**src/rtl/vram_arb_pkg.sv**
```systemverilog
// Shared types for the video RAM arbiter: read-return tags, CPU access states
// and the default RAM address width.
package vram_arb_pkg;

  localparam int ADDR_W_DEF = 15;

  // Marks which consumer owns the RAM read data returning next cycle.
  typedef enum logic [1:0] {
    TAG_NONE  = 2'd0,
    TAG_VID   = 2'd1,
    TAG_CPURD = 2'd2
  } tag_e;

  typedef enum logic [1:0] {
    S_IDLE  = 2'd0,
    S_PEND  = 2'd1,
    S_ISSUE = 2'd2,
    S_ACK   = 2'd3
  } cpu_state_e;

endpackage

```
**src/rtl/vram_arb_cpu_fsm.sv**
```systemverilog
// CPU side of the arbiter: pending access register, starvation counter and the
// IDLE/PEND/ISSUE/ACK sequencer that drives cpu_ack and cpu_wait_n.
module vram_arb_cpu_fsm
  import vram_arb_pkg::*;
#(
  parameter int ADDR_W     = ADDR_W_DEF,
  parameter int WAIT_LIMIT = 8
) (
  input  logic              clk,
  input  logic              rst_n,
  input  logic              cpu_req,
  input  logic              cpu_we,
  input  logic [ADDR_W-1:0] cpu_addr,
  input  logic [7:0]        cpu_wdata,
  input  logic              grant,
  output cpu_state_e        state,
  output logic              pend_we,
  output logic [ADDR_W-1:0] pend_addr,
  output logic [7:0]        pend_wdata,
  output logic              wait_hit,
  output logic              cpu_ack,
  output logic              cpu_wait_n
);

  localparam logic [7:0] LIMIT = 8'(WAIT_LIMIT);

  cpu_state_e        state_q, state_d;
  logic              pend_v_q, pend_v_d;
  logic              pend_we_q, pend_we_d;
  logic [ADDR_W-1:0] pend_addr_q, pend_addr_d;
  logic [7:0]        pend_wdata_q, pend_wdata_d;
  logic [7:0]        wait_cnt_q, wait_cnt_d;
  logic              cpu_ack_q, cpu_ack_d;
  logic              cpu_wait_n_q, cpu_wait_n_d;

  always_comb begin
    state_d      = state_q;
    pend_v_d     = pend_v_q;
    pend_we_d    = pend_we_q;
    pend_addr_d  = pend_addr_q;
    pend_wdata_d = pend_wdata_q;
    wait_cnt_d   = wait_cnt_q;
    cpu_ack_d    = 1'b0;
    cpu_wait_n_d = cpu_wait_n_q;
    case (state_q)
      S_IDLE: begin
        if (cpu_req && !pend_v_q) begin
          state_d      = S_PEND;
          pend_v_d     = 1'b1;
          pend_we_d    = cpu_we;
          pend_addr_d  = cpu_addr;
          pend_wdata_d = cpu_wdata;
          wait_cnt_d   = 8'd0;
          cpu_wait_n_d = 1'b0;
        end
      end
      S_PEND: begin
        if (grant) begin
          state_d = S_ISSUE;
        end else begin
          wait_cnt_d = wait_cnt_q + 8'd1;
        end
      end
      // Reads and writes both spend this cycle here so ack latency is uniform.
      S_ISSUE: begin
        state_d      = S_ACK;
        cpu_ack_d    = 1'b1;
        cpu_wait_n_d = 1'b1;
      end
      S_ACK: begin
        state_d  = S_IDLE;
        pend_v_d = 1'b0;
      end
      default: begin
        state_d  = S_IDLE;
        pend_v_d = 1'b0;
      end
    endcase
  end

  always_ff @(posedge clk or negedge rst_n) begin
    if (!rst_n) begin
      state_q      <= S_IDLE;
      pend_v_q     <= 1'b0;
      pend_we_q    <= 1'b0;
      pend_addr_q  <= '0;
      pend_wdata_q <= 8'h00;
      wait_cnt_q   <= 8'd0;
      cpu_ack_q    <= 1'b0;
      cpu_wait_n_q <= 1'b1;
    end else begin
      state_q      <= state_d;
      pend_v_q     <= pend_v_d;
      pend_we_q    <= pend_we_d;
      pend_addr_q  <= pend_addr_d;
      pend_wdata_q <= pend_wdata_d;
      wait_cnt_q   <= wait_cnt_d;
      cpu_ack_q    <= cpu_ack_d;
      cpu_wait_n_q <= cpu_wait_n_d;
    end
  end

  assign state      = state_q;
  assign pend_we    = pend_we_q;
  assign pend_addr  = pend_addr_q;
  assign pend_wdata = pend_wdata_q;
  assign wait_hit   = pend_v_q && (state_q == S_PEND) && (wait_cnt_q == LIMIT);
  assign cpu_ack    = cpu_ack_q;
  assign cpu_wait_n = cpu_wait_n_q;

endmodule

```
**src/rtl/vram_arbiter.sv**
```systemverilog
// Single-port video RAM arbiter: display fetches take priority, CPU accesses are
// queued and stalled via WAIT, with a starvation limit that forces a CPU slot.
module vram_arbiter
  import vram_arb_pkg::*;
#(
  parameter int ADDR_W     = ADDR_W_DEF,
  parameter int WAIT_LIMIT = 8
) (
  input  logic              PIX_CLK,
  input  logic              RESET_N,
  input  logic              vid_rd,
  input  logic [ADDR_W-1:0] vid_addr,
  output logic [7:0]        vid_data,
  input  logic              cpu_req,
  input  logic              cpu_we,
  input  logic [ADDR_W-1:0] cpu_addr,
  input  logic [7:0]        cpu_wdata,
  output logic [7:0]        cpu_rdata,
  output logic              cpu_ack,
  output logic              cpu_wait_n,
  output logic [ADDR_W-1:0] ram_addr,
  output logic              ram_we,
  output logic [7:0]        ram_wdata,
  input  logic [7:0]        ram_q,
  output logic [15:0]       force_cnt
);

  cpu_state_e        cpu_state;
  logic              pend_we;
  logic [ADDR_W-1:0] pend_addr;
  logic [7:0]        pend_wdata;
  logic              wait_hit;

  logic              slot_forced;
  logic              slot_vid;
  logic              slot_cpu;
  logic              grant;

  tag_e              tag_q, tag_d;
  logic [7:0]        vid_data_q, vid_data_d;
  logic [7:0]        cpu_rdata_q, cpu_rdata_d;
  logic [15:0]       force_cnt_q, force_cnt_d;

  vram_arb_cpu_fsm #(
    .ADDR_W     (ADDR_W),
    .WAIT_LIMIT (WAIT_LIMIT)
  ) u_cpu_fsm (
    .clk        (PIX_CLK),
    .rst_n      (RESET_N),
    .cpu_req    (cpu_req),
    .cpu_we     (cpu_we),
    .cpu_addr   (cpu_addr),
    .cpu_wdata  (cpu_wdata),
    .grant      (grant),
    .state      (cpu_state),
    .pend_we    (pend_we),
    .pend_addr  (pend_addr),
    .pend_wdata (pend_wdata),
    .wait_hit   (wait_hit),
    .cpu_ack    (cpu_ack),
    .cpu_wait_n (cpu_wait_n)
  );

  // A starved CPU request beats the display; otherwise the display always wins.
  always_comb begin
    slot_forced = wait_hit;
    slot_vid    = !wait_hit && vid_rd;
    slot_cpu    = !wait_hit && !vid_rd && (cpu_state == S_PEND);
    grant       = slot_forced || slot_cpu;
  end

  always_comb begin
    ram_addr  = '0;
    ram_we    = 1'b0;
    ram_wdata = 8'h00;
    if (slot_vid) begin
      ram_addr = vid_addr;
    end else if (grant) begin
      ram_addr  = pend_addr;
      ram_we    = pend_we;
      ram_wdata = pend_wdata;
    end
  end

  always_comb begin
    tag_d = TAG_NONE;
    if (slot_vid) begin
      tag_d = TAG_VID;
    end else if (grant && !pend_we) begin
      tag_d = TAG_CPURD;
    end

    vid_data_d  = (tag_q == TAG_VID)   ? ram_q : vid_data_q;
    cpu_rdata_d = (tag_q == TAG_CPURD) ? ram_q : cpu_rdata_q;

    force_cnt_d = force_cnt_q;
    if (slot_forced && (force_cnt_q != 16'hFFFF)) begin
      force_cnt_d = force_cnt_q + 16'd1;
    end
  end

  always_ff @(posedge PIX_CLK or negedge RESET_N) begin
    if (!RESET_N) begin
      tag_q       <= TAG_NONE;
      vid_data_q  <= 8'h00;
      cpu_rdata_q <= 8'h00;
      force_cnt_q <= 16'h0000;
    end else begin
      tag_q       <= tag_d;
      vid_data_q  <= vid_data_d;
      cpu_rdata_q <= cpu_rdata_d;
      force_cnt_q <= force_cnt_d;
    end
  end

  assign vid_data  = vid_data_q;
  assign cpu_rdata = cpu_rdata_q;
  assign force_cnt = force_cnt_q;

endmodule

```
**config.mk**
```make
export PLATFORM = sky130hd
export DESIGN_NAME = vram_arbiter
export DESIGN_NICKNAME = d
export VERILOG_FILES = /design/src/rtl/vram_arb_pkg.sv /design/src/rtl/vram_arb_cpu_fsm.sv /design/src/rtl/vram_arbiter.sv
export SDC_FILE = /design/constraint.sdc
export NUM_CORES = 1
export LEC_CHECK = 0
export BUFFER_PORTS_ARGS = -buffer_cell sky130_fd_sc_hd__buf_2
export CORE_UTILIZATION = 51
export CTS_CLUSTER_SIZE = 12
export DETAILED_ROUTE_END_ITERATION = 8
export GPL_ROUTABILITY_DRIVEN = 0
export GPL_TIMING_DRIVEN = 0
export PLACE_DENSITY = 0.79
export SYNTH_ARGS = -nofsm -noshare
export SYNTH_HDL_FRONTEND = slang
export SYNTH_HIERARCHICAL = 1
export SYNTH_SLANG_ARGS = --single-unit
```
**constraint.sdc**
```tcl
create_clock -name PIX_CLK -period 3.7 [get_ports PIX_CLK]
set_clock_uncertainty 0.2 [all_clocks]
set_input_delay 0.555 -clock PIX_CLK [delete_from_list [all_inputs] [get_ports PIX_CLK]]
set_output_delay 0.555 -clock PIX_CLK [all_outputs]
set_load 0.01 [all_outputs]
```
==> flow_summary.ini <==
[die]
rows = 29
die_y_um = 83.5
io_pins = 109
core_area_um2 = 6390
die_area_um2 = 6980
die_w_um = 83.5
start_util_pct = 53.1

[route]
ant_nets = 0
routed_wl_mm = 6.97
vias_per_cell = 5.43
drc = 0
drt-wirelength-per-cell_um = 14.6
vias = 2586
first_pass_iters = 4
drt_iter0_markers = 69

[placement]
portBuffers = 108
numPlacedInstances = 461
post-place-ws_ns = 0.462
place_hpwl_mm = 5.00

[sta]
slew_headroom_pct = 42.2
slew_viol_final = 0
rsz0062_at_grt = no
finalSetupTns_ns = 0
max_freq_mhz = 293
fin_crit_sh_pct = 92.3
report.final.setup_viol = 0
fin_ws_ns = 0.284
timing.final.crit_period_ns = 3.42
hold_violations = 0
fin_hold_ws_ns = 0.133
worst_pin_slew_ns = 0.867

[finish]
fin_cells = 476
mostFrequentLayoutCell = buf_2
num-fill-cells = 496
area_delta_synth_final_pct = 26.1
drive_gt1_share_pct = 46.4
antennaDiodeCount = 0
ff_latch_area_um2 = 1780
final_nets = 454
final_cell_mix = buf_2, dfrtp_1, mux2_2, a22o_1, nand2_1
multiInputGateArea_um2 = 1510

[synthesis]
seq_area_frac_synth_pct = 52.5
ys_warn_count = 6
dominantRegCellSynth = dfrtp_1
synthArstFlopShare_pct = 100
syn_area_per_cell_um2 = 12.3
synth.distinct_cells = 46
synth-edff-count = 0
syn_area_um2 = 3390
ys_ff_latch = 71
syn_inst = 276
syn_nets = 335

[setup_path]
reg2reg_to = u_cpu_fsm/wait_cnt_q[4]
r2r_cells = 13
path_class = reg2out
worstPathArrival_ns = 2.66
worstSetupStartpointType = flip-flop
timing.rr.start = u_cpu_fsm/state[1]
crit_fanout = 15
worstPathRequired_ns = 2.94
reg2reg_slack_ns = 0.59
cp-end-kind = output port

[clock_network]
postCtsHoldBufs = 0
cts_buffers = 9
clk_latency_ns = 0.34
root_buffer = clkbuf_8
clock_path_buffers = 2
cts_tree = built
cts.sinks = 71
htree_levels = 3
post_cts_buffers = 0
path_clk_slew_ns = 0.08

[global_route]
grt_pass1_wl_mm = 11.8
grt_pass1_vias = 2590
grt_max_degree = 72
grt_util_all_layers_pct = 21.5
grt.overflow.total = 0
antenna_found_initial = 0

[status]
status = complete, no violations

[run]
maxCapViolations = 0

[power]
ir_worst_vdd_v = 0.000300
powerDensity_nw_per_um2 = 384
power_mw = 1.64
leakagePower_nw = 2.25

[worst_hold_path]
min_path_type = in2async
==> worst max path at each step <==
| stage | from | end | slack (ns) | cells after the start |
|---|---|---|---|---|
| after detailed placement | u_cpu_fsm/state[1] | ram_wdata[5] | 0.46 | 11 |
| after global placement | u_cpu_fsm/state[1] | ram_we | 0.54 | 11 |
| final | u_cpu_fsm/state[1] | ram_we | 0.28 | 11 |
| after floorplan | u_cpu_fsm/state[1] | u_cpu_fsm/wait_cnt_q[4] | 0.93 | 13 |
| after CTS | u_cpu_fsm/state[1] | ram_wdata[5] | 0.06 | 11 |
| after global routing | u_cpu_fsm/state[1] | ram_wdata[5] | 0.06 | 11 |
==> through the flow <==
| stage | util [%] | area (µm²) |
|---|---|---|
| 2_1_floorplan | - | 3390 |
| 3_3_place_gp | 63.0 | 4030 |
| 3_5_place_dp | 63.1 | 4030 |
| 4_1_cts | 66.9 | 4270 |
| 5_1_grt | 66.9 | 4270 |
| 6_report | 66.9 | 4270 |
==> sequential cells by signal (all words and copies together), names as in the netlist, 2 cells and up <==
register / count
cpu_rdata: 8
force_cnt: 16
tag_q: 2
u_cpu_fsm/pend_addr: 15
u_cpu_fsm/pend_wdata: 8
u_cpu_fsm/state: 2
u_cpu_fsm/wait_cnt_q: 8
vid_data: 8
==> logic make-up (layout without fill, tap and decap cells) <==
| logic type | Yosys count | after routing | share of synthesized area [%] |
|---|---|---|---|
| AO/OA/AOI/OAI | 43 | 43 | 8.90 |
| adder cells (fa/ha/maj) | 8 | 8 | 2.95 |
| AND/OR/NAND/NOR | 78 | 78 | 14.5 |
| buffers and inverters | 19 | 142 | 3.10 |
| XOR/XNOR | 11 | 11 | 2.84 |
| flip-flops | 71 | 71 | 52.5 |
| multiplexers | 46 | 46 | 15.3 |
==> power breakdown <==
group          internal, mW  switching [mW]
clock network         0.463           0.279
logic                0.0526          0.0514
registers             0.789         0.00550
total                  1.31           0.336
==> area by class of cell <==
cell class / count / share of cell area, %
clock buffers: 10 / 3.22
well taps: 77 / 2.25
flip-flops and latches: 71 / 41.6
clock inverters: 5 / 2.49
multi-input cells: 186 / 35.2
plain buffers: 12 / 1.87
inverters: 7 / 0.615
repair buffers: 108 / 12.7
==> cells in the mapped netlist (all sizes together) (5+ instances only) <==
library cell / n / area [µm²]
and3: 5 / 33.8
ha: 8 / 100
dfrtp: 70 / 1750
inv: 7 / 26.3
a22o: 18 / 158
nand3: 8 / 45.0
and2: 11 / 71.3
o21ai: 10 / 50.1
buf: 8 / 63.8
and4: 5 / 46.3
nor2: 7 / 31.3
xnor2: 11 / 96.3
nand4: 10 / 77.6
nand2: 14 / 55.1
a21oi: 9 / 45.0
mux2: 43 / 488
==> repair_timing <==
action,CTS,global route
setup endpoints to repair,0,9
gates resized for setup,0,2
endpoints found under the hold margin,0,0
==> worst max-delay path, cell delays in order, from the launching register on <==
cell and delay, ns:
dfrtp_1 0.42, inv_1 0.13, ha_1 0.18, buf_6 0.14, nand4bb_1 0.10, nor4_1 0.25
buf_4 0.23, a21o_1 0.09, buf_2 0.19, clkbuf_2 0.29, and2_1 0.17, buf_2 0.13
==> per-layer routing <==
layer | vias up | wire length, µm | GRT usage [%]
li1 | 1237 | - | -
met4 | 0 | 84 | 9.40
met5 | - | 0 | 0
met3 | 7 | 488 | 6.63
met1 | 1252 | 2970 | 25.9
met2 | 90 | 3420 | 35.6
Power figures use the tool's default switching activity.
